**src/rtl/calc_pkg.sv**
```systemverilog
// rtl/calc_pkg.sv - shared key codes, FSM states and BCD helper for operand capture
package calc_pkg;

    localparam logic [3:0] KEY_NEXT  = 4'hA;
    localparam logic [3:0] KEY_EQ    = 4'hB;
    localparam logic [3:0] KEY_CLR   = 4'hC;
    localparam logic [3:0] BLANK_NIB = 4'hF;
    localparam logic [7:0] BLANK_OP  = {BLANK_NIB, BLANK_NIB};

    typedef enum logic [2:0] {
        ENTER_A,
        ENTER_B,
        START,
        WAIT,
        DONE
    } estado_t;

    typedef enum logic [1:0] {
        FASE_A    = 2'd0,
        FASE_B    = 2'd1,
        FASE_WAIT = 2'd2,
        FASE_DONE = 2'd3
    } fase_t;

    // Same nibble-to-value mapping the divider applies to its operands.
    function automatic logic [3:0] bcd_val(input logic [7:0] op);
        logic [3:0] tens_v;
        logic [3:0] units_v;
        tens_v  = (op[7:4] == 4'd1) ? 4'd10 : 4'd0;
        units_v = (op[3:0] == BLANK_NIB) ? 4'd0 : op[3:0];
        return tens_v + units_v;
    endfunction

endpackage

```
**src/rtl/acum_operando.sv**
```systemverilog
// rtl/acum_operando.sv - two-digit BCD operand accumulator limited to 0..15
module acum_operando
    import calc_pkg::*;
(
    input  logic       clk,
    input  logic       rst_n,
    input  logic       clr,
    input  logic       load_digit,
    input  logic [3:0] digit,
    output logic [7:0] bcd,
    output logic       empty,
    output logic       accepted,
    output logic       reject
);

    logic [7:0] bcd_q;
    logic [3:0] tens;
    logic [3:0] units;
    logic       base_empty;
    logic       fits;
    logic [7:0] bcd_cand;

    assign tens  = bcd_q[7:4];
    assign units = bcd_q[3:0];

    // A clear arriving with a digit restarts the operand from that digit.
    always_comb begin
        base_empty = clr || (bcd_q == BLANK_OP);
        fits       = 1'b0;
        bcd_cand   = bcd_q;
        if (base_empty) begin
            fits     = 1'b1;
            bcd_cand = {BLANK_NIB, digit};
        end else if (tens == BLANK_NIB &&
                     (units == 4'd0 || (units == 4'd1 && digit <= 4'd5))) begin
            fits     = 1'b1;
            bcd_cand = {units, digit};
        end
    end

    always_ff @(posedge clk) begin
        if (!rst_n) begin
            bcd_q <= BLANK_OP;
        end else if (load_digit && fits) begin
            bcd_q <= bcd_cand;
        end else if (clr) begin
            bcd_q <= BLANK_OP;
        end
    end

    assign bcd      = bcd_q;
    assign empty    = (bcd_q == BLANK_OP);
    assign accepted = load_digit && fits;
    assign reject   = load_digit && !fits;

endmodule

```
**src/rtl/captura_operandos.sv**
```systemverilog
// rtl/captura_operandos.sv - keypad operand capture and divider sequencing
module captura_operandos
    import calc_pkg::*;
#(
    parameter int DIV_LATENCY = 4,
    parameter int CNT_W       = 3
) (
    input  logic       clk,
    input  logic       rst_n,
    input  logic       key_valid,
    input  logic [3:0] key_code,
    output logic [7:0] a_bcd,
    output logic [7:0] b_bcd,
    output logic       start,
    output logic       busy,
    output logic       result_valid,
    output logic       err,
    output logic [1:0] fase
);

    estado_t          state;
    estado_t          state_next;
    logic [CNT_W-1:0] cnt;
    logic [CNT_W-1:0] cnt_next;
    logic             err_q;
    logic             err_next;

    logic key_digit;
    logic key_next;
    logic key_eq;
    logic key_clr;

    logic a_load;
    logic b_load;
    logic op_clr;
    logic a_empty;
    logic b_empty;
    logic a_accepted;
    logic b_accepted_unused;
    logic a_reject;
    logic b_reject;

    assign key_digit = key_valid && (key_code <= 4'd9);
    assign key_next  = key_valid && (key_code == KEY_NEXT);
    assign key_eq    = key_valid && (key_code == KEY_EQ);
    assign key_clr   = key_valid && (key_code == KEY_CLR);

    // A digit in DONE starts a fresh calculation: both operands cleared, digit lands in A.
    assign a_load = key_digit && (state == ENTER_A || state == DONE);
    assign b_load = key_digit && (state == ENTER_B);
    assign op_clr = key_clr || (key_digit && state == DONE);

    acum_operando u_op_a (
        .clk        (clk),
        .rst_n      (rst_n),
        .clr        (op_clr),
        .load_digit (a_load),
        .digit      (key_code),
        .bcd        (a_bcd),
        .empty      (a_empty),
        .accepted   (a_accepted),
        .reject     (a_reject)
    );

    acum_operando u_op_b (
        .clk        (clk),
        .rst_n      (rst_n),
        .clr        (op_clr),
        .load_digit (b_load),
        .digit      (key_code),
        .bcd        (b_bcd),
        .empty      (b_empty),
        .accepted   (b_accepted_unused),
        .reject     (b_reject)
    );

    always_ff @(posedge clk) begin
        if (!rst_n) begin
            state <= ENTER_A;
            cnt   <= '0;
            err_q <= 1'b0;
        end else begin
            state <= state_next;
            cnt   <= cnt_next;
            err_q <= err_next;
        end
    end

    always_comb begin
        state_next = state;
        cnt_next   = cnt;
        err_next   = 1'b0;
        if (key_clr) begin
            state_next = ENTER_A;
            cnt_next   = '0;
        end else begin
            case (state)
                ENTER_A: begin
                    if (a_reject || key_eq) begin
                        err_next = 1'b1;
                    end else if (key_next) begin
                        if (a_empty) err_next = 1'b1;
                        else         state_next = ENTER_B;
                    end
                end
                ENTER_B: begin
                    if (b_reject || key_next) begin
                        err_next = 1'b1;
                    end else if (key_eq) begin
                        if (b_empty || bcd_val(b_bcd) == 4'd0) err_next = 1'b1;
                        else                                   state_next = START;
                    end
                end
                START: begin
                    state_next = WAIT;
                    cnt_next   = CNT_W'(DIV_LATENCY);
                end
                // Last count expires on this edge, so DONE follows DIV_LATENCY WAIT cycles.
                WAIT: begin
                    if (cnt <= CNT_W'(1)) begin
                        cnt_next   = '0;
                        state_next = DONE;
                    end else begin
                        cnt_next = cnt - CNT_W'(1);
                    end
                end
                DONE: begin
                    if (a_accepted) state_next = ENTER_A;
                end
                default: begin
                    state_next = ENTER_A;
                    cnt_next   = '0;
                end
            endcase
        end
    end

    always_comb begin
        fase = FASE_A;
        case (state)
            ENTER_A: fase = FASE_A;
            ENTER_B: fase = FASE_B;
            START,
            WAIT:    fase = FASE_WAIT;
            DONE:    fase = FASE_DONE;
            default: fase = FASE_A;
        endcase
    end

    assign start        = (state == START);
    assign busy         = (state == START) || (state == WAIT);
    assign result_valid = (state == DONE);
    assign err          = err_q;

endmodule

```
**config.mk**
```make
export PLATFORM = sky130hd
export DESIGN_NAME = captura_operandos
export DESIGN_NICKNAME = d
export VERILOG_FILES = /design/src/rtl/calc_pkg.sv /design/src/rtl/acum_operando.sv /design/src/rtl/captura_operandos.sv
export SDC_FILE = /design/constraint.sdc
export NUM_CORES = 1
export LEC_CHECK = 0
export ABC_AREA = 1
export BUFFER_PORTS_ARGS = -buffer_cell sky130_fd_sc_hd__buf_2
export CAP_MARGIN = 20
export CORE_AREA = 4 4 61 63
export CTS_BUF_LIST = sky130_fd_sc_hd__clkbuf_4 sky130_fd_sc_hd__clkbuf_8 sky130_fd_sc_hd__clkbuf_16
export DETAILED_ROUTE_END_ITERATION = 8
export DIE_AREA = 0 0 65 67
export PLACE_DENSITY = 0.81
export SKIP_CTS_REPAIR_TIMING = 1
export SLEW_MARGIN = 15
export SYNTH_ARGS = -nofsm -noshare
export SYNTH_HDL_FRONTEND = slang
export SYNTH_SLANG_ARGS = --single-unit
```
**constraint.sdc**
```tcl
create_clock -name clk -period 1.7 [get_ports clk]
set_input_delay 0.17 -clock clk [delete_from_list [all_inputs] [get_ports clk]]
set_output_delay 0.17 -clock clk [all_outputs]
set_load 0.02 [all_outputs]
```
==> results.ini <==
[status]
status = complete, but fails checks
violations = negative setup slack

[die]
io_pins = 29
die_w_um = 65
die_h_um = 67
start_util_pct = 43.6
coreArea_um2 = 3230
die_area_um2 = 4360
num_rows = 21

[timing]
slew_headroom_pct = 72.6
setup_ws_ns = -0.124
fin_tns_setup_ns = -0.378
fin_crit_sh_pct = 107
fin_skew_ns = 0.00282
rsz0062_at_grt = yes
worstMarginPinSlew_ns = 0.410
period_minus_slack_ns = 1.82
timing.fmax_ghz = 0.548
drv_slew = 0
finalHoldViolCount = 0
finalSetupViolCount = 4

[logic_synthesis]
synthTopCellsByCount = 52 x nand2_1, 32 x inv_1, 29 x nor2_1
ys_async_sr_fraction_pct = 0
yosys-top-cells-area = dfxtp_1 33%, nand2_1 14%, inv_1 8.5%
synth_seq_cells = 23
synth_edf_count = 0
yosys_warnings = 0
synth_ff_type = dfxtp_1
synthCells = 209
synth.distinct_cells = 27
synth_nets = 220
synth_area_leader_cell = dfxtp_1
synth_top_area_share_pct = 32.7
yosysMostFrequentCell = nand2_1
ys_seq_area_share_pct = 32.7
avgSynthCellArea_um2 = 6.74
syn_area_um2 = 1410

[worst_setup_path]
worstSetupStartpointType = flip-flop
ff2ff_setup_slack_ns = -0.12
timing_worst_setup_path_type = flip-flop to flip-flop
endpoint_kind = flip-flop
cp_max_fo = 4
cp_num_buf_inv = 4
cpPeakStageDelay_ns = 0.37
slowest_stage = dfxtp_4
cp_cell_sequence = inv_2 > nor2_2 > nand2_1 > inv_1 > ha_2 > ha_4 > nor2_2 > nand2_1 > inv_1 > nand3_1 > nand2_1 > nand2_2 > nand3_4 > nand2_2 > inv_1 > nor2_1
crit_arrival_ns = 2.05
critPathRequiredTime_ns = 1.92
critPathTopFamily = simple AND/OR/NAND/NOR gates

[placed_design]
post-dp-hpwl_um = 2760
gp_congestion = 0.863
io_buffers = 28

[detailed_routing]
highest_layer = met4
wl_met1_um = 1590
wl_met2_um = 1740
antenna_left = 0
remaining_drc_errors = 0
via_per_inst = 5.01
drt-initial-drc-count = 79
routed_wl_um = 3550
vias = 1502
first_pass_iters = 4
met3WireLength_um = 186
routedWlPerCell_um = 11.8

[layout]
drive_above_1_share_pct = 37.8
regArea_um2 = 483
final_net_count = 266
area_delta_synth_final_pct = 31.4
multi_input_area_um2 = 903
fill_cells = 325
n_antenna_cell = 0

[global_routing]
antenna_found_initial = 0
grt_pass1_vias = 1356
grtUsageTotal_pct = 16.8
overflow = 0
grt_max_degree = 15
grt_first_pass_wirelength_um = 5840

[clock_tree]
numCtsBuffers = 3
cts_buffer_depth = 2
clock-sinks = 23
cts_tree = yes
worstSkewPairLatency_ns = 0.31
htree_levels = 1
clockRootBuffer = clkbuf_4
clk_pin_slew_ns = 0.13

[pwr]
powerDensity_nw_per_um2 = 1560
power_mw = 2.88
vdd_drop_max_uv = 896
p_leak_nw = 0.967

[flow_run]
drv_cap = 0

[min_path]
hold_path.class = primary input to flip-flop

tightest hold or removal path: cells and delay by family:
family / cells / cell delay, ns
AO/OA/AOI/OAI: 1 / 0.09
buffers and inverters: 1 / 0.12
AND/OR/NAND/NOR: 1 / 0.05
per-stage QoR:
step / util [%] / hold slack (ns) / setup WS, ns / cell area, µm² / std cells
3_5_place_dp: 54.2 / 0.463 / -0.104 / 1750 / 294
4_1_cts: 55.2 / 0.133 / -0.130 / 1780 / 298
6_report: 57.3 / 0.146 / -0.124 / 1850 / 300
2_1_floorplan: - / 0.253 / -0.0541 / 1470 / 209
5_1_grt: 57.3 / 0.147 / -0.231 / 1850 / 300
3_3_place_gp: 54.2 / 0.451 / -0.0463 / 1750 / 294
routing by layer:
layer,vias to the layer above,global-route usage (%)
met2,42,28.7
met4,0,3.96
met5,-,0
met3,4,1.52
met1,697,22.6
li1,759,-
state kept, by name, summed over array words and instances, names as in the netlist:
signal      cells
state           3
cnt             3
u_op_a.bcd      8
err             1
u_op_b.bcd      8
cell usage in the layout, fill, tap and decap left out, types with 2 or more instances in the layout:
| cell type | n |
|---|---|
| a21oi_1 | 2 |
| buf_2 | 28 |
| buf_4 | 14 |
| clkbuf_4 | 4 |
| dfxtp_1 | 15 |
| dfxtp_2 | 3 |
| dfxtp_4 | 5 |
| ha_1 | 2 |
| inv_1 | 29 |
| inv_2 | 3 |
| inv_4 | 2 |
| nand2_1 | 45 |
| nand2_2 | 8 |
| nand2_4 | 6 |
| nand3_1 | 15 |
| nand3_2 | 2 |
| nand3_4 | 2 |
| nand4_1 | 6 |
| nor2_1 | 22 |
| nor2_2 | 6 |
| nor2_4 | 5 |
| nor3_1 | 3 |
| o21ai_0 | 7 |
| o21ai_2 | 2 |
| o22ai_1 | 8 |
| or2_2 | 2 |
path summary, 6_finish.rpt:
check           startpoint            end  depth (start not counted)
max          u_op_b.bcd[4]       state[1]                         16
min            key_code[0]  u_op_b.bcd[0]                          3
max reg2reg  u_op_b.bcd[4]       state[1]                         16
min reg2reg  u_op_a.bcd[7]  u_op_a.bcd[7]                          2
power by group:
group / leakage (nW) / internal (mW) / switching, mW
Combinational: 0.763 / 0.659 / 1.16
Clock: 0.0184 / 0.108 / 0.165
Sequential: 0.186 / 0.677 / 0.118
logic make-up after synthesis:
logic type	count (synthesis)	synth area share, %
AO/OA/AOI/OAI	22	9.33
XOR/XNOR	1	0.622
adder cells (fa/ha/maj)	4	3.55
buffers and inverters	35	9.68
flip-flops	23	32.7
AND/OR/NAND/NOR	124	44.1
final cells by class:
class / count / area share, %
Inverter: 34 / 7.16
Timing Repair Buffer: 42 / 13.2
Clock buffer: 4 / 1.62
Tap cell: 46 / 3.11
Sequential cell: 23 / 26.1
Multi-Input combinational cell: 151 / 48.8
Note: power is estimated with default switching activity, not from simulation.
